===== config.mk =====
export PLATFORM = sky130hd
export DESIGN_NAME = stv_rr_stream_arbiter
export DESIGN_NICKNAME = d
export VERILOG_FILES = /design/src/rtl/stv_util_pkg.sv /design/src/rtl/stv_priority_arbiter.sv /design/src/rtl/stv_rr_stream_arbiter.sv
export SDC_FILE = /design/constraint.sdc
export NUM_CORES = 1
export LEC_CHECK = 0
export BUFFER_PORTS_ARGS = -buffer_cell sky130_fd_sc_hd__buf_2
export CORE_ASPECT_RATIO = 1.25
export CORE_MARGIN = 5
export CORE_UTILIZATION = 36
export CTS_BUF_LIST = sky130_fd_sc_hd__clkbuf_4
export CTS_CLUSTER_SIZE = 12
export DETAILED_ROUTE_END_ITERATION = 6
export PLACE_DENSITY = 0.95
export RECOVER_POWER = 25
export SYNTH_ARGS = -nofsm -noshare
export SYNTH_HDL_FRONTEND = slang
export SYNTH_HIERARCHICAL = 1
export SYNTH_SLANG_ARGS = --single-unit

===== constraint.sdc =====
create_clock -name clk -period 4.05 [get_ports clk]
set_clock_uncertainty 0.05 [all_clocks]
set_input_delay 0.405 -clock clk [delete_from_list [all_inputs] [get_ports clk]]
set_output_delay 0.405 -clock clk [all_outputs]
set_load 0.01 [all_outputs]

===== src/rtl/stv_util_pkg.sv =====
// Shared types and helpers for the stream arbitration blocks.
//   stv_arb_state_e : arbiter lock state (idle / locked on a packet)
//   stv_idx_width   : index width for an N-entry select, never below 1 bit
package stv_util_pkg;

  typedef enum logic {ARB_IDLE, ARB_LOCKED} stv_arb_state_e;

  function automatic int unsigned stv_idx_width(input int unsigned n);
    return (n <= 1) ? 1 : $clog2(n);
  endfunction

endpackage


===== src/rtl/stv_priority_arbiter.sv =====
// Combinational fixed-priority arbiter; the lowest-indexed request wins.
//   req : request vector
//   gnt : one-hot grant, all-zero when no request
module stv_priority_arbiter #(
  parameter int unsigned INPUTS = 4
) (
  input  logic [INPUTS-1:0] req,
  output logic [INPUTS-1:0] gnt
);

  // Two's-complement trick isolates the lowest set bit.
  assign gnt = req & (~req + INPUTS'(1));

endmodule


===== src/rtl/stv_rr_stream_arbiter.sv =====
// N-to-1 valid/ready stream arbiter with round-robin fairness and optional
// packet locking, so multi-beat packets are never interleaved.
//   clk, rst   : clock, asynchronous active-high reset
//   in_valid   : per-stream valid
//   in_ready   : per-stream ready (grant qualified by out_ready)
//   in_data    : per-stream payload
//   in_last    : per-stream end-of-packet marker
//   out_valid  : arbitrated valid
//   out_ready  : downstream ready
//   out_data   : selected payload (0 when not valid)
//   out_last   : selected last (0 when not valid)
//   out_sel    : selected stream index (0 when not valid)
module stv_rr_stream_arbiter
  import stv_util_pkg::*;
#(
  parameter int unsigned INPUTS       = 4,
  parameter int unsigned DATA_WIDTH   = 32,
  parameter bit          LOCK_ON_LAST = 1'b1,
  localparam int unsigned IDX_W       = stv_idx_width(INPUTS)
) (
  input  logic                             clk,
  input  logic                             rst,
  input  logic [INPUTS-1:0]                in_valid,
  output logic [INPUTS-1:0]                in_ready,
  input  logic [INPUTS-1:0][DATA_WIDTH-1:0] in_data,
  input  logic [INPUTS-1:0]                in_last,
  output logic                             out_valid,
  input  logic                             out_ready,
  output logic [DATA_WIDTH-1:0]            out_data,
  output logic                             out_last,
  output logic [IDX_W-1:0]                 out_sel
);

  stv_arb_state_e    state_q, state_d;
  logic [IDX_W-1:0]  ptr_q, ptr_d;
  logic [IDX_W-1:0]  lock_q, lock_d;

  logic [INPUTS-1:0] mask;
  logic [INPUTS-1:0] lock_oh;
  logic [INPUTS-1:0] gnt_masked;
  logic [INPUTS-1:0] gnt_unmasked;
  logic [INPUTS-1:0] gnt;
  logic [IDX_W-1:0]  sel;
  logic              sel_last;
  logic              hs;

  // Requests strictly above the last winner get first pick; when none are
  // pending (including ptr = INPUTS-1) the unmasked arbiter wraps around.
  always_comb begin
    mask    = '0;
    lock_oh = '0;
    for (int unsigned i = 0; i < INPUTS; i++) begin
      mask[i]    = (IDX_W'(i) > ptr_q);
      lock_oh[i] = (IDX_W'(i) == lock_q);
    end
  end

  stv_priority_arbiter #(.INPUTS(INPUTS)) u_arb_masked (
    .req (in_valid & mask),
    .gnt (gnt_masked)
  );

  stv_priority_arbiter #(.INPUTS(INPUTS)) u_arb_unmasked (
    .req (in_valid),
    .gnt (gnt_unmasked)
  );

  always_comb begin
    if (state_q == ARB_LOCKED) begin
      gnt = lock_oh & in_valid;
    end else if (|gnt_masked) begin
      gnt = gnt_masked;
    end else begin
      gnt = gnt_unmasked;
    end
  end

  // One-hot to index, plus the payload mux driven by the same grant.
  always_comb begin
    sel      = '0;
    sel_last = 1'b0;
    out_data = '0;
    for (int unsigned i = 0; i < INPUTS; i++) begin
      if (gnt[i]) begin
        sel      = IDX_W'(i);
        sel_last = in_last[i];
        out_data = in_data[i];
      end
    end
    if (state_q == ARB_LOCKED) begin
      sel = lock_q;
    end
  end

  assign out_valid = |gnt;
  assign out_last  = sel_last;
  assign out_sel   = out_valid ? sel : '0;
  assign in_ready  = gnt & {INPUTS{out_ready}};
  assign hs        = out_valid & out_ready;

  always_comb begin
    state_d = state_q;
    ptr_d   = ptr_q;
    lock_d  = lock_q;
    if (hs) begin
      case (state_q)
        ARB_IDLE: begin
          if (sel_last || !LOCK_ON_LAST) begin
            ptr_d = sel;
          end else begin
            state_d = ARB_LOCKED;
            lock_d  = sel;
          end
        end
        ARB_LOCKED: begin
          if (sel_last) begin
            state_d = ARB_IDLE;
            ptr_d   = lock_q;
          end
        end
        default: state_d = ARB_IDLE;
      endcase
    end
  end

  always_ff @(posedge clk or posedge rst) begin
    if (rst) begin
      state_q <= ARB_IDLE;
      ptr_q   <= IDX_W'(INPUTS - 1);
      lock_q  <= '0;
    end else begin
      state_q <= state_d;
      ptr_q   <= ptr_d;
      lock_q  <= lock_d;
    end
  end

endmodule


# After elaboration in Yosys (flattened, before gate mapping)
# Cells that the tools add are included.
# W data, S select, Z words.
word_totals:
  register_bits: 5
  input_bits: 139
  out_inout_bits: 40
  word_cells: 48
op_classes:
  addsub: 2
  order_cmp: 4
  n_eq_ne: 5
  mux: 19
  n_bitwise: 10
  reduce_logical: 5
ops:
  columns: ["op", "n"]
  rows:
  - ["$mux W32", 4]
  - ["$and A4 B4 Y4", 5]
  - ["$mux W2", 6]
  - ["$add A4 B1 Y4 const B", 2]
  - ["$mux W4", 2]
  - ["$not A4 Y4", 2]
  - ["$reduce_or A4 Y1", 2]
  - ["$mux W1", 6]
  - ["$reduce_and A3 Y1", 2]
  - ["$eq A2 B2 Y1 const A", 2]
  - ["$gt A1 B2 Y1 const A", 2]
  - ["$gt A2 B2 Y1 const A", 2]
  - ["$ne A2 B2 Y1 const B", 2]
  - ["$pmux W2 S2", 1]
  - ["$eq A1 B2 Y1 const A", 1]
  - ["$logic_not A2 Y1", 1]
  - ["$not A1 Y1", 2]
  - ["$and A1 B1 Y1", 1]

# Logic depth before layout (Yosys ltp)
depth:
  word_depth: 14
  ltp_mapped: 11
  mapped_depth_nobuf: 8

# By module
# The synthesis kept the hierarchy.
by_module_without_submodules:
  columns: ["module", "instances", "cells_per_inst", "area_per_inst_um2", "seq_area_each_um2"]
  rows:
  - ["stv_rr_stream_arbiter", 1, 174, 1321.3, 127.6]
  - ["stv_priority_arbiter", 2, 4, 36.3, 0.0]

# Worst setup path before layout
# No wires, ideal clock.
synth_path:
  kind: "input to output"
  startpoint: "input in_valid[1]"
  endpoint: "output out_data[19]"
  arrival_time_ps: 2514
  required_time_ps: 3595
  path_slack_ps: 1081
  path_stages: 10
  n_path_buf: 2
  cell_sequence: "nor3b_1 > nor3b_1 > or4b_4 > a22oi_2 > nor2_4 > inv_2 > nor3_1 > buf_2 > buf_4 > a221o_1"
synth_between:
  elab_chain_len: 11
  word_cells_on_any_way: 15
  cone_classes: "2 x add/sub; 6 x mux; 6 x bitwise; 1 x reduce/logical"
synth_lines:
  columns: ["element", "line", "text"]
  rows:
  - ["start, declared", "stv_rr_stream_arbiter.sv:23", "input logic [INPUTS-1:0] in_valid,"]
  - ["$and A4 B4 Y4 (*)", "stv_rr_stream_arbiter.sv:59", ".req (in_valid & mask),"]
  - ["$not A4 Y4 (*)", "stv_priority_arbiter.sv:12", "assign gnt = req & (~req + INPUTS'(1));"]
  - ["$add A4 B1 Y4 (*)", "stv_priority_arbiter.sv:12", null]
  - ["$and A4 B4 Y4 (*)", "stv_priority_arbiter.sv:12", null]
  - ["via gnt_masked[2]", "stv_rr_stream_arbiter.sv:40", "logic [INPUTS-1:0] gnt_masked;"]
  - ["$reduce_or A4 Y1", "stv_rr_stream_arbiter.sv:71", "end else if (|gnt_masked) begin"]
  - ["$mux W4 (*)", "stv_rr_stream_arbiter.sv:71", null]
  - ["$mux W4 (*)", "stv_rr_stream_arbiter.sv:69", "if (state_q == ARB_LOCKED) begin"]
  - ["$mux W32 (3 in series)", "stv_rr_stream_arbiter.sv:84", "if (gnt[i]) begin"]
  - ["$mux W32 (*)", "stv_rr_stream_arbiter.sv:84", null]
  - ["end, declared", "stv_rr_stream_arbiter.sv:29", "output logic [DATA_WIDTH-1:0] out_data,"]
# The timed path passes the listed nets; every way through them passes the cells marked *.

# Worst setup path in the final report
layout_path:
  startpoint: "register ptr_q[1]"
  endpoint: "output out_data[31]"
layout_between:
  elab_chain_len: 12
  word_cells_on_any_way: 15
  cone_classes: "1 x add/sub; 4 x order compare; 6 x mux; 3 x bitwise; 1 x reduce/logical"
layout_lines:
  columns: ["element", "line", "text"]
  rows:
  - ["start, declared", "stv_rr_stream_arbiter.sv:35", "logic [IDX_W-1:0] ptr_q, ptr_d;"]
  - ["start signal, assigned", "stv_rr_stream_arbiter.sv:129", "ptr_q <= IDX_W'(INPUTS - 1);"]
  - ["start signal, assigned", "stv_rr_stream_arbiter.sv:133", "ptr_q <= ptr_d;"]
  - ["$gt A1 B2 Y1 or $gt A2 B2 Y1 (tied branches)", "stv_rr_stream_arbiter.sv:53", "mask[i] = (IDX_W'(i) > ptr_q);"]
  - ["$and A4 B4 Y4 (*)", "stv_rr_stream_arbiter.sv:59", null]
  - ["$not A4 Y4", "stv_priority_arbiter.sv:12", null]
  - ["$add A4 B1 Y4", "stv_priority_arbiter.sv:12", null]
  - ["$and A4 B4 Y4 (*)", "stv_priority_arbiter.sv:12", null]
  - ["via gnt_masked[3]", "stv_rr_stream_arbiter.sv:40", null]
  - ["$reduce_or A4 Y1", "stv_rr_stream_arbiter.sv:71", null]
  - ["$mux W4 (*)", "stv_rr_stream_arbiter.sv:71", null]
  - ["$mux W4 (*)", "stv_rr_stream_arbiter.sv:69", null]
  - ["$mux W32 (3 in series)", "stv_rr_stream_arbiter.sv:84", null]
  - ["$mux W32 (*)", "stv_rr_stream_arbiter.sv:84", null]
# Marked as above.

==> results by group <==
Detailed routing
  • Post-DRT Antenna Nets: 0
  • Wire per inst: ~18 microns
  • DRC viols: 2
  • Drt pass-1 iters: 7
  • Avg Vias per Cell: approximately 5.8
  • Via count: between 2000 and 2500
  • Total wire length: 7150 microns
  • DRT iter0 DRCs: 170

Synthesis
  • #FFs+latches synth: 5
  • Avg Cell Area, Syn: roughly 7.7 sq um
  • Synth Instances: roughly 180
  • Syn. warnings: 6
  • Dominant cells by area after synthesis: a221o_1 21%, a22oi_1 16%, nor2_1 8.6%
  • Yosys cell types: between 40 and 50
  • Register area share after synthesis: 9.16%
  • Top-area cell type share of the netlist area: between 20% and 30%
  • Yosys top cell by area: a221o_1
  • Netlist Area Pre-Place: 1390 sq um

Clock tree
  • CTS tree: yes
  • CTS H-tree depth: 1
  • Clk Latency, worst-skew pair: ~0.23 ns
  • Clock root buffer: clkbuf_4
  • Clk buf depth: 2
  • CTS buffer count: 3
  • Setup Buffers After CTS: 0
  • Number of clock sinks: 5
  • Clock Pin Slew Worst Setup and Hold Paths: ~0.040 ns

Run
  • Max-Cap Viols: 0

Finish
  • Final net count: between 400 and 500
  • Post-route cell area: 2290 sq um
  • Fill count: between 300 and 400
  • Layout area overhead: 64.3%
  • # diodes: 0
  • Share of cells above drive strength 1: 57.7%

Timing
  • Final setup vio count: 0
  • Worst-margin pin slew: 0.698 ns
  • Min Tclk post-route: 3.65 ns
  • RSZ-0062 raised after global routing: no
  • Slew HR: ~53%
  • Fin Hold WS: about 0.006 ns
  • Max Clk Rate: ~270 MHz
  • Setup Total Neg Slack: 0 ns
  • Count of pins over their slew limit: 0
  • Crit share post-route: between 90% and 100%
  • Final hold violation count: 0

Power and ir drop
  • Pint: just over 0.0007 W
  • Comb power frac: 88.4%
  • Seq pwr share: roughly 7.6%
  • Design Power: 0.00154 W
  • PwrDens: 673 nW/um^2
  • Switching power share of the total: between 50% and 60%
  • Maximum VDD drop: roughly 370 uV
  • Switching power: 0.000813 W
  • Clock network power share: around 4.0%
  • Lkg Pwr: 1.23 nW

Floorplan
  • Die Ht: roughly 80 microns
  • DIE AREA: 5220 sq um
  • Die W: 65.7 microns
  • Initial core utilization: 37.1%
  • I/O Pins: between 150 and 200
  • Cell Rows: 25
  • Core box area: 3750 sq um

Global route
  • All-Layer GR Usage: 25.4%
  • Total grt overflow: 0
  • First-pass GRT wire length: ~10000 microns
  • Initial antenna violation count: 0
  • Largest net degree at the start of global routing: 42
  • Vias in the first global route: between 2000 and 2500

Setup path
  • Crit Path Class: reg -> out
  • Worst Setup Start Kind: register
  • CP Max Fanout: 38
  • CP required: roughly 3.6 ns
  • Setup crit end kind: primary output
  • Crit path DAT: between 3 and 4 ns

Outcome
  • Status: finished with violations
  • Failing checks: DRC

Placed design
  • Hpwl dp: roughly 6000 microns
  • IO Port Bufs: around 180
  • RD Place Congestion: 0.874
  • Post-DP Area: ~2300 sq um

Min path
  • Hold Crit Class: in -> async
## synth_stat cells (all sizes together)
cell type,instances
a31o,1
or2,1
nand3b,1
a22oi,30
dfrtp,3
a21boi,1
and2,3
nor3,2
and4b,2
and4bb,1
a21oi,1
inv,5
nor3b,3
nor4b,2
o21ai,1
or4b,1
a221o,29
nand3,2
mux2,5
a311oi,1
conb,1
o31ai,3
a311o,2
nor2b,11
a221oi,4
nand4bb,1
a22o,1
nor2,33
a31oi,2
dfstp,2
clkbuf,5
or3b,1
nand2,5
buf,16
## placed cells by master (no fill, tap or decap), types with 2 or more instances in the layout
cell type / count
a31oi_1: 2
buf_2: 177
clkbuf_4: 4
nor2b_1: 10
dfrtp_1: 3
nor2_1: 32
mux2_1: 2
nor3b_1: 3
nand3_1: 2
and2_1: 3
nor4b_2: 2
a221o_1: 29
a221oi_1: 4
a22oi_1: 29
inv_1: 4
conb_1: 4
and4b_1: 2
mux2_2: 3
clkbuf_1: 2
nand2_1: 5
buf_4: 5
o31ai_1: 3
## final cells by class
type	instances	area, sq um	share of cell area [%]
multi-input cells	154	1130	49.5
inverters	5	18.8	0.820
repair buffers	184	931	40.7
flip-flops and latches	5	128	5.57
well taps	40	50.0	2.19
clock buffers	4	30.0	1.31
## path summary, 6_finish.rpt
path | startpoint | end | slack [ns] | depth (start not counted)
min in group clk | out_ready | state_q | 0.42 | 2
setup reg to reg | ptr_q[1] | lock_q[0] | 0.74 | 9
max in group asynchronous | rst | ptr_q[0] | 3.71 | 2
hold / removal | rst | lock_q[1] | 0.006 | 2
hold reg to reg | lock_q[1] | lock_q[1] | 0.57 | 1
setup / recovery | ptr_q[1] | out_data[31] | 0.40 | 11
## metrics by stage
step / util [%] / std cells / setup WS (ns)
floorplan: - / 185 / 1.08
global placement: 60.7 / 388 / 0.489
detailed placement: 60.7 / 388 / 0.342
CTS: 61.5 / 392 / 0.244
global route: 61.0 / 392 / 0.233
finish: 61.0 / 392 / 0.400
## power groups by stage
| stage | clock [W] | sequential [W] | combinational, W |
|---|---|---|---|
| floorplan | 0 | 0.0000956 | 0.000942 |
| global placement | 0 | 0.000113 | 0.00134 |
| detailed placement | 0 | 0.000116 | 0.00138 |
| CTS | 0.0000639 | 0.000116 | 0.00138 |
| global route | 0.0000658 | 0.000119 | 0.00146 |
| finish | 0.0000615 | 0.000117 | 0.00136 |
## routing by layer
metal	routed length, microns	global-route usage [%]	up-vias	share of wire [%]
met1	2730	31.6	1045	38
li1	-	-	1073	-
met3	657	3.80	20	9.2
met4	189	8.30	0	2.6
met2	3580	43.9	144	50
met5	0	0	-	0
## kinds of logic after synthesis
kind of cell	Yosys count	share of synthesized area, %
DFF	5	9.16
other	1	0.269
muxes	5	4.04
buffers and inverters	26	9.69
and+or+nand+nor	69	28.7
AOI/OAI and AO/OA	76	48.1
## critical path, cell delays in order (launching register included)
cell and delay [ns]:
dfstp_1 0.60, nor3b_1 0.11, nor4b_2 0.35, nor3_1 0.12
a311o_2 0.45, buf_4 0.27, nor2_4 0.17, inv_2 0.07
nor3_2 0.11, buf_4 0.33, a221o_1 0.24, buf_2 0.14
## flip-flops by register name (all words and copies together) (netlist names)
signal   flops
lock_q       2
state_q      1
ptr_q        2
## repair_timing
| item | CTS | global route |
|---|---|---|
| hold buffers | 0 | 0 |
| endpoints found under the setup margin | 0 | 2 |
| resized for setup | 0 | 1 |
Note: power is estimated with default switching activity, not from simulation.
